$ cat config.mk
export PLATFORM = sky130hd
export DESIGN_NAME = uart_rx
export DESIGN_NICKNAME = d
export VERILOG_FILES = /design/src/rtl/uart_pkg.sv /design/src/rtl/uart_sync2.sv /design/src/rtl/uart_rx.sv
export SDC_FILE = /design/constraint.sdc
export NUM_CORES = 1
export LEC_CHECK = 0
export ABC_AREA = 1
export CORE_MARGIN = 3
export CORE_UTILIZATION = 40
export CTS_BUF_LIST = sky130_fd_sc_hd__clkbuf_16
export CTS_CLUSTER_SIZE = 12
export DETAILED_ROUTE_END_ITERATION = 6
export SLEW_MARGIN = 20
export SYNTH_ARGS = -nofsm -noshare
export SYNTH_HDL_FRONTEND = slang
export SYNTH_SLANG_ARGS = --single-unit
$ cat constraint.sdc
create_clock -name clk -period 3.55 [get_ports clk]
set_input_delay 0.355 -clock clk [delete_from_list [all_inputs] [get_ports clk]]
set_output_delay 0.355 -clock clk [all_outputs]
set_load 0.01 [all_outputs]
$ cat src/rtl/uart_pkg.sv
`default_nettype none
// ============================================================================
//  Module   : uart_pkg
//  Purpose  : Shared definitions for the UART receiver: receiver state
//             encoding, frame data width and the default bit period.
//  Ports    : none (package)
//  Revision : 1.0 - initial release
// ============================================================================
package uart_pkg;

   // Number of data bits carried by one 8N1 frame.
   localparam int DATA_BITS = 8;

   // Clock cycles per bit period: 50 MHz system clock, 115200 baud.
   localparam int SAMPLE_COUNT_DEFAULT = 434;

   // Receiver states, explicitly 2 bits wide.
   typedef enum logic [1:0] {
      IDLE  = 2'd0,
      START = 2'd1,
      DATA  = 2'd2,
      STOP  = 2'd3
   } uart_state_e;

endpackage : uart_pkg
`default_nettype wire

$ cat src/rtl/uart_sync2.sv
`default_nettype none
// ============================================================================
//  Module   : uart_sync2
//  Purpose  : Two-flop synchronizer that brings the asynchronous serial line
//             into the clk domain. Both flops reset to 1 (line idle level).
//  Ports    : clk   - system clock, rising edge
//             reset - synchronous, active-low reset
//             d     - asynchronous input
//             q     - synchronized output
//  Revision : 1.0 - initial release
// ============================================================================
module uart_sync2 (
   input  logic clk,
   input  logic reset,
   input  logic d,
   output logic q
);

   logic meta_q;
   logic sync_q;

   always_ff @(posedge clk) begin
      if (!reset) begin
         meta_q <= 1'b1;
         sync_q <= 1'b1;
      end else begin
         meta_q <= d;
         sync_q <= meta_q;
      end
   end

   assign q = sync_q;

endmodule : uart_sync2
`default_nettype wire

$ cat src/rtl/uart_rx.sv
`default_nettype none
// ============================================================================
//  Module   : uart_rx
//  Purpose  : 8N1 UART receiver. Detects the start bit on the synchronized
//             line, re-checks it at mid bit, samples 8 data bits (LSB first)
//             and the stop bit at their centres, and publishes the byte with
//             a one-cycle ready strobe when the stop bit is valid.
//  Ports    : clk   - system clock, rising edge
//             reset - synchronous, active-low reset
//             rx    - asynchronous serial input, idles high
//             data  - last correctly received byte (registered)
//             ready - one-cycle strobe, data newly valid
//  Params   : SAMPLE_COUNT - clock cycles per bit period (4..65535)
//  Revision : 1.0 - initial release
// ============================================================================
module uart_rx
   import uart_pkg::*;
#(
   parameter int SAMPLE_COUNT = SAMPLE_COUNT_DEFAULT
) (
   input  logic       clk,
   input  logic       reset,
   input  logic       rx,
   output logic [7:0] data,
   output logic       ready
);

   localparam int CW = $clog2(SAMPLE_COUNT);

   // Terminal counts: centre of the start bit, and one full bit period.
   localparam logic [CW-1:0] c_HALF_LAST = CW'(SAMPLE_COUNT / 2 - 1);
   localparam logic [CW-1:0] c_BIT_LAST  = CW'(SAMPLE_COUNT - 1);
   localparam logic [2:0]    c_IDX_LAST  = 3'(DATA_BITS - 1);

   logic                 rx_s;

   uart_state_e          state_q,     state_d;
   logic [CW-1:0]        cnt_q,       cnt_d;
   logic [2:0]           idx_q,       idx_d;
   logic [DATA_BITS-1:0] shift_q,     shift_d;
   logic [7:0]           data_q,      data_d;
   logic                 ready_q,     ready_d;
   // Blocks start detection until the line has been seen high. Set after a
   // framing error (so a held-low break yields only one bad frame) and out
   // of reset (so a line already low at release is not taken as a start).
   logic                 wait_high_q, wait_high_d;

   uart_sync2 u_sync (
      .clk   (clk),
      .reset (reset),
      .d     (rx),
      .q     (rx_s)
   );

   always_comb begin
      state_d     = state_q;
      cnt_d       = cnt_q;
      idx_d       = idx_q;
      shift_d     = shift_q;
      data_d      = data_q;
      ready_d     = 1'b0;
      wait_high_d = wait_high_q;

      case (state_q)
         IDLE: begin
            cnt_d = '0;
            idx_d = '0;
            if (wait_high_q) begin
               if (rx_s) begin
                  wait_high_d = 1'b0;
               end
            end else if (!rx_s) begin
               state_d = START;
            end
         end

         START: begin
            if (cnt_q == c_HALF_LAST) begin
               cnt_d = '0;
               idx_d = '0;
               // Still low at mid bit: genuine start. High: glitch, drop it.
               state_d = rx_s ? IDLE : DATA;
            end else begin
               cnt_d = cnt_q + 1'b1;
            end
         end

         DATA: begin
            if (cnt_q == c_BIT_LAST) begin
               cnt_d          = '0;
               shift_d[idx_q] = rx_s;
               if (idx_q == c_IDX_LAST) begin
                  state_d = STOP;
               end else begin
                  idx_d = idx_q + 3'd1;
               end
            end else begin
               cnt_d = cnt_q + 1'b1;
            end
         end

         STOP: begin
            if (cnt_q == c_BIT_LAST) begin
               // Leaving at mid stop bit leaves half a bit of margin to catch
               // a start bit that follows immediately.
               cnt_d   = '0;
               state_d = IDLE;
               if (rx_s) begin
                  data_d  = shift_q;
                  ready_d = 1'b1;
               end else begin
                  wait_high_d = 1'b1;
               end
            end else begin
               cnt_d = cnt_q + 1'b1;
            end
         end

         default: begin
            state_d = IDLE;
            cnt_d   = '0;
            idx_d   = '0;
         end
      endcase
   end

   always_ff @(posedge clk) begin
      if (!reset) begin
         state_q     <= IDLE;
         cnt_q       <= '0;
         idx_q       <= '0;
         shift_q     <= '0;
         data_q      <= 8'h00;
         ready_q     <= 1'b0;
         wait_high_q <= 1'b1;
      end else begin
         state_q     <= state_d;
         cnt_q       <= cnt_d;
         idx_q       <= idx_d;
         shift_q     <= shift_d;
         data_q      <= data_d;
         ready_q     <= ready_d;
         wait_high_q <= wait_high_d;
      end
   end

   assign data  = data_q;
   assign ready = ready_q;

endmodule : uart_rx
`default_nettype wire

# Yosys cells after proc, flatten, opt, wreduce, memory -nomap -nowiden
# Cells that the tools add are included.
[classes]
n_eq_ne = 14
order_cmp = 2
n_mux = 24
add_sub_neg = 2
n_reduce_logical = 11
[ops]
columns = ["cell", "n"]
rows = [
  ["9-bit case mux with 3 select lines", 1],
  ["9-bit 2-to-1 mux", 2],
  ["2-bit inequality test, second input constant", 8],
  ["2-bit 2-to-1 mux", 7],
  ["9-bit by 1-bit adder with 9-bit output, second input constant", 1],
  ["9-bit by 8-bit == test with 1-bit output, second input constant", 1],
  ["9-bit == test, second input constant", 1],
  ["3-bit 2-to-1 mux", 3],
  ["3-bit case mux with 3 select lines", 1],
  ["3-bit AND reduction", 3],
  ["8-bit bitwise mux", 1],
  ["2-bit case mux with 4 select lines", 1],
  ["1-bit 2-to-1 mux", 6],
  ["6-bit AND reduction", 1],
  ["2-bit == test, second input constant", 2],
  ["3-bit by 4-bit < comparator with 1-bit output, second input constant", 1],
  ["4-bit AND reduction", 1],
  ["3-bit by 1-bit adder with 3-bit output, second input constant", 1],
  ["1-bit demux with 3-bit select", 1],
  ["3-bit == test, second input constant", 1],
  ["3-bit by 1-bit >= comparator with 1-bit output, second input constant", 1],
  ["3-bit nonzero test", 1],
  ["2-bit by 1-bit == test with 1-bit output, second input constant", 1],
  ["2-bit logical NOT", 1],
  ["other kinds (5)", 5],
]
[word_totals]
elab_cells = 62
in_bits = 3
register_bits = 34
out_inout_bits = 9

# Longest topological paths before layout
# Gate-level depths: netlist of run 1.
[depth]
ltp_word = 5
depth_mapped = 11
depth_no_buf = 10

# Cells and area by module
# Synthesis of run 1 repeated with hierarchy kept, for this count alone.
[hier_totals]
cells_unflattened = 214
hier_area_um2 = 1564.0
[modules_own_cells]
columns = ["mod", "cells_each", "n_inst", "seq_area_each_um2", "area_each_um2"]
rows = [
  ["uart_rx", 208, 1, 640.6, 1508.9],
  ["uart_sync2", 6, 1, 40.0, 55.1],
]

# Least setup slack after synthesis of run 1
# Ideal clock, no wire load.
[synth_timing]
kind = "reg-to-reg"
start = "reg cnt_q[1]"
end = "reg cnt_q[2]"
path_buffers = 1
t_required_ns = 3.477
period_less_slack_ns = 1.315
t_arrival_ns = 1.243
path_stages_with_launch = 11
setup_slack_ns = 2.235
setup_time_ns = 0.073
cell_sequence = "dfxtp_1 > inv_1 > ha_1 > nand2_1 > nor2_1 > nand2_1 > buf_6 > nand2_4 > nand2_4 > nand2_2 > nor3b_2"
[synth_between]
elab_chain_len = 3
word_cells_on_any_way = 6
cone_classes = "add/sub: 1; eq/ne: 2; mux: 3"
[synth_lines]
columns = ["item", "line", "rtl"]
rows = [
  ["start, declared", "uart_rx.sv:38", "logic [CW-1:0] cnt_q, cnt_d;"],
  ["start signal, assigned", "uart_rx.sv:138", "cnt_q <= cnt_d;"],
  ["9-bit by 1-bit adder with 9-bit output (tied with other cells)", "uart_rx.sv:84, uart_rx.sv:98, uart_rx.sv:115", ""],
  ["9-bit 2-to-1 mux, on equally long branches", "uart_rx.sv:89, uart_rx.sv:103, uart_rx.sv:78", ""],
  ["9-bit case mux with 3 select lines (*)", "uart_rx.sv:64", "case (state_q)"],
]
# Every way passes the cells marked *; elsewhere a longest branch is shown, timed or not.
# A chain may end at the register's enable or synchronous reset.

# Final worst setup path of run 1
[layout_timing]
start = "reg cnt_q[0]"
end = "reg data_q[2] (netlist: data[2])"
[layout_between]
elab_chain_len = 2
[layout_lines]
columns = ["item", "line", "rtl"]
rows = [
  ["9-bit == test", "uart_rx.sv:103", "if (cnt_q == c_BIT_LAST) begin"],
  ["3-bit AND reduction (no line)", "n/a", ""],
  ["end signal, assigned", "uart_rx.sv:141", "data_q <= data_d;"],
  ["end, declared", "uart_rx.sv:41", "logic [7:0] data_q, data_d;"],
]
# No other way between the ends.

==> impl_metrics.env, run 1 <==
export IMPL_status="finished, final reports clean"
export IMPL_worst_pin_slew_ps=669
export IMPL_clk_latency_ps=280
export IMPL_antenna_left=0
export IMPL_ys_flop_type="dfxtp_1"
export IMPL_synth_top_area_share_pct=41.9
export IMPL_dp_hpwl_um=2240
export IMPL_route_detailed_drc=0
export IMPL_cts_tree="built"
export IMPL_peakVddDrop_v=0.000220
export IMPL_syn_area_sq_mm=0.00162
export IMPL_area_growth_pct=19.8
export IMPL_ys_seq_elements=34
export IMPL_crit_chain="ha_1 > nand2_1 > nor2_1 > nand2_1 > inv_2 > nand3_2 > nand2_1 > a21oi_1"
export IMPL_avgSynthCellArea_sq_um=7.12
export IMPL_post_cts_resized=0
export IMPL_slowest_delay_ps=410
export IMPL_slew_viol_final=0
export IMPL_finalHoldWorstSlack_ps=436
export IMPL_cp_max_fo=13
export IMPL_p_clk_share_pct=55.7
export IMPL_cp_common_cell="nand2_1"
export IMPL_synth_distinct_cells=30
export IMPL_ctsHtreeMaxLevel=2
export IMPL_die_area_sq_mm=0.00486
export IMPL_p_int_uw=808
export IMPL_syn_inst=228
export IMPL_num_rows=22
export IMPL_ys_seq_area_share_pct=41.9
export IMPL_ys_warn_count=0
export IMPL_die_h_um=69.7
export IMPL_synth_top_area_cell="dfxtp_1"
export IMPL_grt_first_pass_wirelength_um=5450
export IMPL_endpoint_kind="register"
export IMPL_place_area_sq_mm=0.00175
export IMPL_arrival_ps=2030
export IMPL_first_iter_violations=78
export IMPL_clock_sinks=34
export IMPL_leakage_nw=0.766
export IMPL_criticalPathCategory="reg2reg"
export IMPL_grt_usage_pct=13.9
export IMPL_synth_edff_count=0
export IMPL_setup_viol=0
export IMPL_num_io_pins=12
export IMPL_grt_antenna_before_repair=0
export IMPL_io_buffers=11
export IMPL_period_minus_slack_ps=1880
export IMPL_p_sw_share_pct=19.9
export IMPL_fmax_mhz=532
export IMPL_vias_per_cell=4.64
export IMPL_die_w_um=69.7
export IMPL_tns_ps=0
export IMPL_core_sq_mm=0.00380
export IMPL_cp_num_buf_inv=1
export IMPL_clockRootBuffer="clkbuf_16"
export IMPL_path_clk_slew_ps=50
export IMPL_drtPass1Iterations=4
export IMPL_postCtsSetupBuffers=0
export IMPL_num_antenna_cells=0
export IMPL_cpLargestDelayFamily="simple AND/OR/NAND/NOR gates"
export IMPL_synth_top_cells_by_count="nand2_1, nor2_1, dfxtp_1"
export IMPL_cp_start_kind="register"
export IMPL_place_gp_congestion=0.814
export IMPL_ys_top_cells_by_area="dfxtp_1, nand2_1, nor2_1"
export IMPL_crit_path_top_delay_cell="dfxtp_1"
export IMPL_syn_nets=236
export IMPL_drive_above_1_share_pct=10.8
export IMPL_grt_start_max_net_pins=21
export IMPL_relSlewSlack_pct=55.3
export IMPL_p_comb_share_pct=4.9
export IMPL_maxCapViolations=0
export IMPL_power_switching_uw=201
export IMPL_post_drt_wl_per_cell_um=10.7
export IMPL_totalWireLength_um=3100
export IMPL_seqPwrFrac_pct=39.4
export IMPL_synth_most_common_cell="nand2_1"
export IMPL_initial_utilization_pct=42.8
export IMPL_grt_ovfl_total=0
export IMPL_num_vias=1341
export IMPL_dp_cells=281
export IMPL_required_ps=3700
export IMPL_skew_ps=3.34
export IMPL_numCtsBuffers=5
export IMPL_fin_crit_sh_pct=53.0
export IMPL_async_flop_share_pct=0
export IMPL_rsz0062_at_grt="false"
export IMPL_min_path_type="reg2reg"
export IMPL_grt_pass1_vias=1242
export IMPL_layout_nets=248
export IMPL_final_core_util_pct=51.2
export IMPL_hold_violations=0
export IMPL_finish_instance_area_sq_mm=0.00195
export IMPL_cts_buffer_depth=2
export IMPL_power_density_mw_per_mm2=519
export IMPL_ctsHoldBuffers=0
export IMPL_stdcell_count=289
routing by layer:
metal	global-route usage, %	part of all wire, %	vias to the layer above
li1	-	-	738
met1	19.4	56	584
met5	0	0	-
met3	4.35	3.0	6
met2	19.6	39	13
met4	5.74	2.1	0
state kept, by name, indices dropped and copies added, names as in the netlist, named ones only:
register,cells
state_q,1
u_sync.meta_q,1
idx_q,3
ready,1
u_sync.q,1
data,8
shift_q,8
wait_high_q,1
cnt_q,9
worst paths after layout:
path	start	to	slack (ps)	depth (start not counted)
setup / recovery	cnt_q[0]	data[2]	1670	8
hold / removal	u_sync.meta_q	u_sync.q	440	1
setup reg to reg	cnt_q[0]	data[2]	1670	8
hold reg to reg	u_sync.meta_q	u_sync.q	440	1
metrics by stage:
step | worst slack (ps) | power (mW)
detailed placement | 1500 | 0.456
global placement | 1530 | 0.455
global route | 1400 | 1.05
finish | 1670 | 1.01
floorplan | 2230 | 0.445
CTS | 1640 | 1.02
power by group through the flow:
stage	registers, mW	clock network (mW)	logic (mW)
finish	0.398	0.562	0.0492
global route	0.399	0.589	0.0581
CTS	0.398	0.572	0.0499
detailed placement	0.406	0	0.0495
global placement	0.406	0	0.0489
floorplan	0.402	0	0.0430
logic make-up (layout without fill, tap and decap cells):
family                     Yosys count  in the layout  synth area share, %
adders and majority gates            5              5                 3.85
DFF                                 34             34                 41.9
buffers and inverters               34             47                 9.17
and+or+nand+nor                    138            138                 38.7
xor gates and xnor gates             3              3                 1.62
AOI/OAI and AO/OA                   14             14                 4.78
final cells by class:
class | count | area (sq um)
multi-input cells | 160 | 795
repair buffers | 11 | 110
flip-flops and latches | 34 | 681
fillers | 396 | 1850
clock inverters | 3 | 68.8
inverters | 28 | 106
well taps | 48 | 60.1
clock buffers | 5 | 125
placed cells by master (no fill, tap or decap), drive strengths merged:
master	instances
nor3	7
or2	3
nand3	9
clkinv	3
dfxtp	34
nand2	56
bufinv	2
inv	26
o31ai	2
o21ai	2
o21bai	1
clkbuf	5
nand4	10
nand3b	1
xor2	3
nor2	51
a21oi	9
clkdlybuf4s50	11
ha	5
nor3b	1
No activity file was read; power rests on OpenSTA's default activity.
==> run 2: changes to the inputs <==
- clock period: 3.55 -> 1.6 ns (I/O delays scaled with it)
==> run 2 against run 1 <==
Hold slack got worse by 19 ps. Final cell count increased by 1.7%. Via count rose by 1.6%. Worst setup slack got worse by 1500 ps. Clock-buffer cell count did not move. Global-route usage increased by 0.16 points. Clock power is 120% higher. Sequential share of layout area fell by 0.66 points. Non-clock buffer count up 5. Critical path type unchanged. Fmax is 28% higher. Core utilization increased by 0.99 points. Highest routed layer unchanged. Clock skew about the same.
==> impl_metrics.env, run 2 (synthesis gave the netlist of run 1 again) <==
export IMPL_io_buffers=11
export IMPL_status="finished, final reports clean"
export IMPL_numCtsBuffers=5
export IMPL_layout_nets=253
export IMPL_clockRootBuffer="clkbuf_16"
export IMPL_holdPathStages=1
export IMPL_antenna_left=0
export IMPL_worst_pin_slew_ps=440
export IMPL_clock_sinks=34
export IMPL_hold_end="u_sync.q"
export IMPL_die_h_um=69.7
export IMPL_stdcell_count=294
export IMPL_r2r_cells=8
export IMPL_post_drt_wl_per_cell_um=10.7
export IMPL_area_growth_pct=22.1
export IMPL_endpoint_kind="register"
export IMPL_grt_antenna_before_repair=0
export IMPL_required_ps=1770
export IMPL_totalWireLength_um=3150
export IMPL_cts_buffer_depth=2
export IMPL_ctsHoldBuffers=0
export IMPL_die_w_um=69.7
export IMPL_die_area_sq_mm=0.00486
export IMPL_maxCapViolations=0
export IMPL_skew_ps=3.73
export IMPL_route_detailed_drc=0
export IMPL_dp_hpwl_um=2220
export IMPL_peakVddDrop_v=0.000614
export IMPL_regArea_sq_um=681
export IMPL_reg2reg_from="cnt_q[1]"
export IMPL_rrSetupSlack_ps=130
export IMPL_setup_viol=0
export IMPL_power_density_mw_per_mm2=1120
export IMPL_num_antenna_cells=0
export IMPL_grt_start_max_net_pins=16
export IMPL_slew_viol_final=0
export IMPL_period_minus_slack_ps=1470
export IMPL_num_rows=22
export IMPL_post_cts_resized=0
export IMPL_cts_tree="built"
export IMPL_clk_latency_ps=280
export IMPL_hold_violations=0
export IMPL_place_gp_congestion=0.829
export IMPL_criticalPathCategory="reg2reg"
export IMPL_grt_usage_pct=14.0
export IMPL_num_io_pins=12
export IMPL_initial_utilization_pct=42.8
export IMPL_max_flop_register="cnt_q"
export IMPL_path_clk_slew_ps=50
export IMPL_num_vias=1362
export IMPL_place_area_sq_mm=0.00179
export IMPL_cp_max_fo=7
export IMPL_multiInputGateArea_sq_um=797
export IMPL_final_common_cell="nand2_1"
export IMPL_grt_first_pass_wirelength_um=5510
export IMPL_min_path_type="reg2reg"
export IMPL_drive_above_1_share_pct=12.6
export IMPL_fin_crit_sh_pct=92.1
export IMPL_grt_pass1_vias=1223
export IMPL_leakage_nw=0.788
export IMPL_finish_instance_area_sq_mm=0.00198
export IMPL_drtPass1Iterations=4
export IMPL_vias_per_cell=4.63
export IMPL_core_sq_mm=0.00380
export IMPL_grt_ovfl_total=0
export IMPL_n_fill_cell=381
export IMPL_timing_rr_end="shift_q[4]"
export IMPL_largest_register_ffs=9
export IMPL_cp_start_kind="register"
export IMPL_worstHoldStart="u_sync.meta_q"
export IMPL_layout_common_cells="nand2_1, nor2_1, dfxtp_1, inv_1, clkdlybuf4s50_1"
export IMPL_first_iter_violations=106
export IMPL_arrival_ps=1640
export IMPL_postCtsSetupBuffers=0
export IMPL_fmax_mhz=678
export IMPL_ctsHtreeMaxLevel=2
export IMPL_dp_cells=286
export IMPL_relSlewSlack_pct=70.6
==> run 2: cell type report <==
class | count | share of cell area, %
Sequential cell | 34 | 34.3
Clock inverter | 3 | 3.22
Clock buffer | 5 | 6.31
Tap cell | 48 | 3.03
Inverter | 28 | 5.49
Timing Repair Buffer | 16 | 7.44
Multi-Input combinational cell | 160 | 40.2
==> run 2: how the worst max path moves through the flow <==
stage / from / endpoint / slack (ps) / cells past startpoint
after global placement: cnt_q[1] / data[0] / 140 / 9
after global routing: cnt_q[1] / data[4] / -7 / 9
after detailed placement: cnt_q[1] / data[7] / 90 / 9
after floorplan: cnt_q[1] / cnt_q[2] / 280 / 10
final: cnt_q[1] / shift_q[4] / 130 / 8
after CTS: cnt_q[1] / data[7] / 90 / 9
==> run 2: critical path, stage by stage, from the launching register on <==
cell	delay, ps
dfxtp_1	320
inv_1	100
ha_1	140
nand2_1	50
nor2_1	140
nand2_2	140
buf_4	190
nor3_1	220
nor3_2	70
==> run 2: where the power goes <==
group / internal (mW) / switching (mW) / leakage (nW)
sequential: 0.863 / 0.0185 / 0.275
clock: 0.886 / 0.343 / 0.0915
combinational: 0.0419 / 0.0762 / 0.421
total: 1.79 / 0.438 / 0.788
==> run 2: per-layer routing <==
metal | GRT usage, % | part of all wire [%] | vias to the layer above
met5 | 0 | 0 | -
met2 | 19.3 | 41 | 19
li1 | - | - | 748
met1 | 19.8 | 54 | 591
met4 | 5.11 | 1.5 | 0
met3 | 5.36 | 3.7 | 4
==> run 2: through the flow <==
stage / setup slack, ps / TNS [ps] / util [%] / power, mW / hold slack, ps
5_1_grt: -7.41 / -7.41 / 52.2 / 2.32 / 447
3_5_place_dp: 92.7 / 0 / 47.1 / 1.02 / 405
2_1_floorplan: 285 / 0 / - / 0.988 / 267
4_1_cts: 88.4 / 0 / 52.1 / 2.26 / 420
6_report: 126 / 0 / 52.2 / 2.23 / 417
3_3_place_gp: 139 / 0 / 47.1 / 1.02 / 415
==> run 3: changes to the inputs <==
- PLACE_DENSITY: unset -> 0.68
==> run 3 against run 2 <==
Clock power about the same. Routed wire length fell by 4.8%. Register-to-register slack improved by 30 ps. Total power rose by 1.1%. Critical path depth is the same. Sequential power hardly changed. Critical endpoint unchanged.
==> impl_metrics.env, run 3 (synthesis gave the netlist of run 1 again) <==
export IMPL_place_gp_congestion=0.832
export IMPL_finish_instance_area_sq_mm=0.00200
export IMPL_vias_per_cell=4.65
export IMPL_place_area_sq_mm=0.00180
export IMPL_power_total_mw=2.25
export IMPL_relSlewSlack_pct=72.9
export IMPL_route_detailed_drc=0
export IMPL_grt_usage_pct=13.8
export IMPL_clock_sinks=34
export IMPL_num_io_pins=12
export IMPL_io_buffers=11
export IMPL_drive_above_1_share_pct=13.8
export IMPL_cts_buffer_depth=2
export IMPL_hold_violations=0
export IMPL_maxCapViolations=0
export IMPL_setup_viol=0
export IMPL_final_core_util_pct=52.8
export IMPL_cts_tree="built"
export IMPL_m1WireLength_um=1610
export IMPL_die_w_um=69.7
export IMPL_stdcell_count=295
export IMPL_numCtsBuffers=5
export IMPL_power_density_mw_per_mm2=1120
export IMPL_fin_crit_sh_pct=90.3
export IMPL_layout_nets=254
export IMPL_grt_ovfl_total=0
export IMPL_skew_ps=2.41
export IMPL_grt_start_max_net_pins=16
export IMPL_path_clk_slew_ps=50
export IMPL_die_h_um=69.7
export IMPL_antenna_left=0
export IMPL_final_common_cell="nand2_1"
export IMPL_clk_latency_ps=280
export IMPL_largest_register_ffs=9
export IMPL_fmax_mhz=692
export IMPL_die_area_sq_mm=0.00486
export IMPL_leakage_nw=0.796
export IMPL_min_path_type="reg2reg"
export IMPL_setup_ws_ps=154
export IMPL_postCtsSetupBuffers=0
export IMPL_initial_utilization_pct=42.8
export IMPL_num_antenna_cells=0
export IMPL_pre_cts_ws_ps=90.0
export IMPL_area_growth_pct=23.4
export IMPL_core_sq_mm=0.00380
export IMPL_dp_hpwl_um=2190
export IMPL_worst_pin_slew_ps=406
export IMPL_cp_max_fo=7
export IMPL_arrival_ps=1610
export IMPL_drtPass1Iterations=4
export IMPL_criticalPathCategory="reg2reg"
export IMPL_endpoint_kind="register"
export IMPL_peakVddDrop_v=0.000713
export IMPL_routed_wl_met2_um=1250
export IMPL_ctsHtreeMaxLevel=2
export IMPL_wl_met3_um=87
export IMPL_num_rows=22
export IMPL_layout_common_cells="nand2_1, nor2_1, dfxtp_1, inv_1, clkdlybuf4s50_1"
export IMPL_clockRootBuffer="clkbuf_16"
export IMPL_routed_top_layer="met4"
export IMPL_ctsHoldBuffers=0
export IMPL_status="finished, final reports clean"
export IMPL_grt_pass1_vias=1221
export IMPL_dp_cells=287
export IMPL_first_iter_violations=62
export IMPL_period_minus_slack_ps=1450
export IMPL_post_drt_wl_per_cell_um=10.2
export IMPL_totalWireLength_um=3000
export IMPL_cp_start_kind="register"
export IMPL_grt_first_pass_wirelength_um=5400
export IMPL_slew_viol_final=0
export IMPL_max_flop_register="cnt_q"
export IMPL_grt_antenna_before_repair=0
export IMPL_required_ps=1770
export IMPL_num_vias=1373
==> run 3: cell count changes in the layout (fill, tap and decap cells not counted), sizes merged <==
cell and change:
buf +1
==> run 3: layout make-up <==
cell class,instances,area [sq um]
inverters,28,109
fillers,373,1790
repair buffers,17,155
clock buffers,5,125
clock inverters,3,68.8
flip-flops and latches,34,682
well taps,48,60.1
multi-input cells,160,805
==> run 3: worst paths after layout <==
check | slack (ps) | end | depth (start not counted) | start
setup / recovery | 150 | shift_q[4] | 8 | cnt_q[1]
hold / removal | 430 | u_sync.q | 1 | u_sync.meta_q
setup reg to reg | 150 | shift_q[4] | 8 | cnt_q[1]
hold reg to reg | 430 | u_sync.q | 1 | u_sync.meta_q
==> run 3: metrics by stage <==
step,hold WS [ps],setup TNS (ps)
floorplan,267,0
global placement,398,0
detailed placement,401,0
CTS,428,0
global route,462,-10.0
finish,426,0
==> run 3: per-layer routing <==
metal | up-vias | track usage (%)
li1 | 755 | -
met1 | 604 | 18.0
met2 | 10 | 20.0
met3 | 4 | 4.93
met4 | 0 | 7.02
met5 | - | 0
==> run 3: timing repair <==
item | in CTS | in global routing
setup endpoints to repair | 0 | 15
resized for setup | 0 | 4
endpoints found under the hold margin | 0 | 0
==> run 3: report_power, final <==
group	leakage [nW]	switching, mW	internal (mW)
registers	0.275	0.0192	0.862
logic	0.427	0.0746	0.0418
clock network	0.0940	0.361	0.894
==> run 3: worst max-delay path, cell delays in order (launching register included) <==
cell and delay (ps):
dfxtp_1 320, inv_1 100, ha_1 150, nand2_1 50
nor2_1 120, nand2_2 130, buf_4 190, nor3_1 210
nor3_2 70
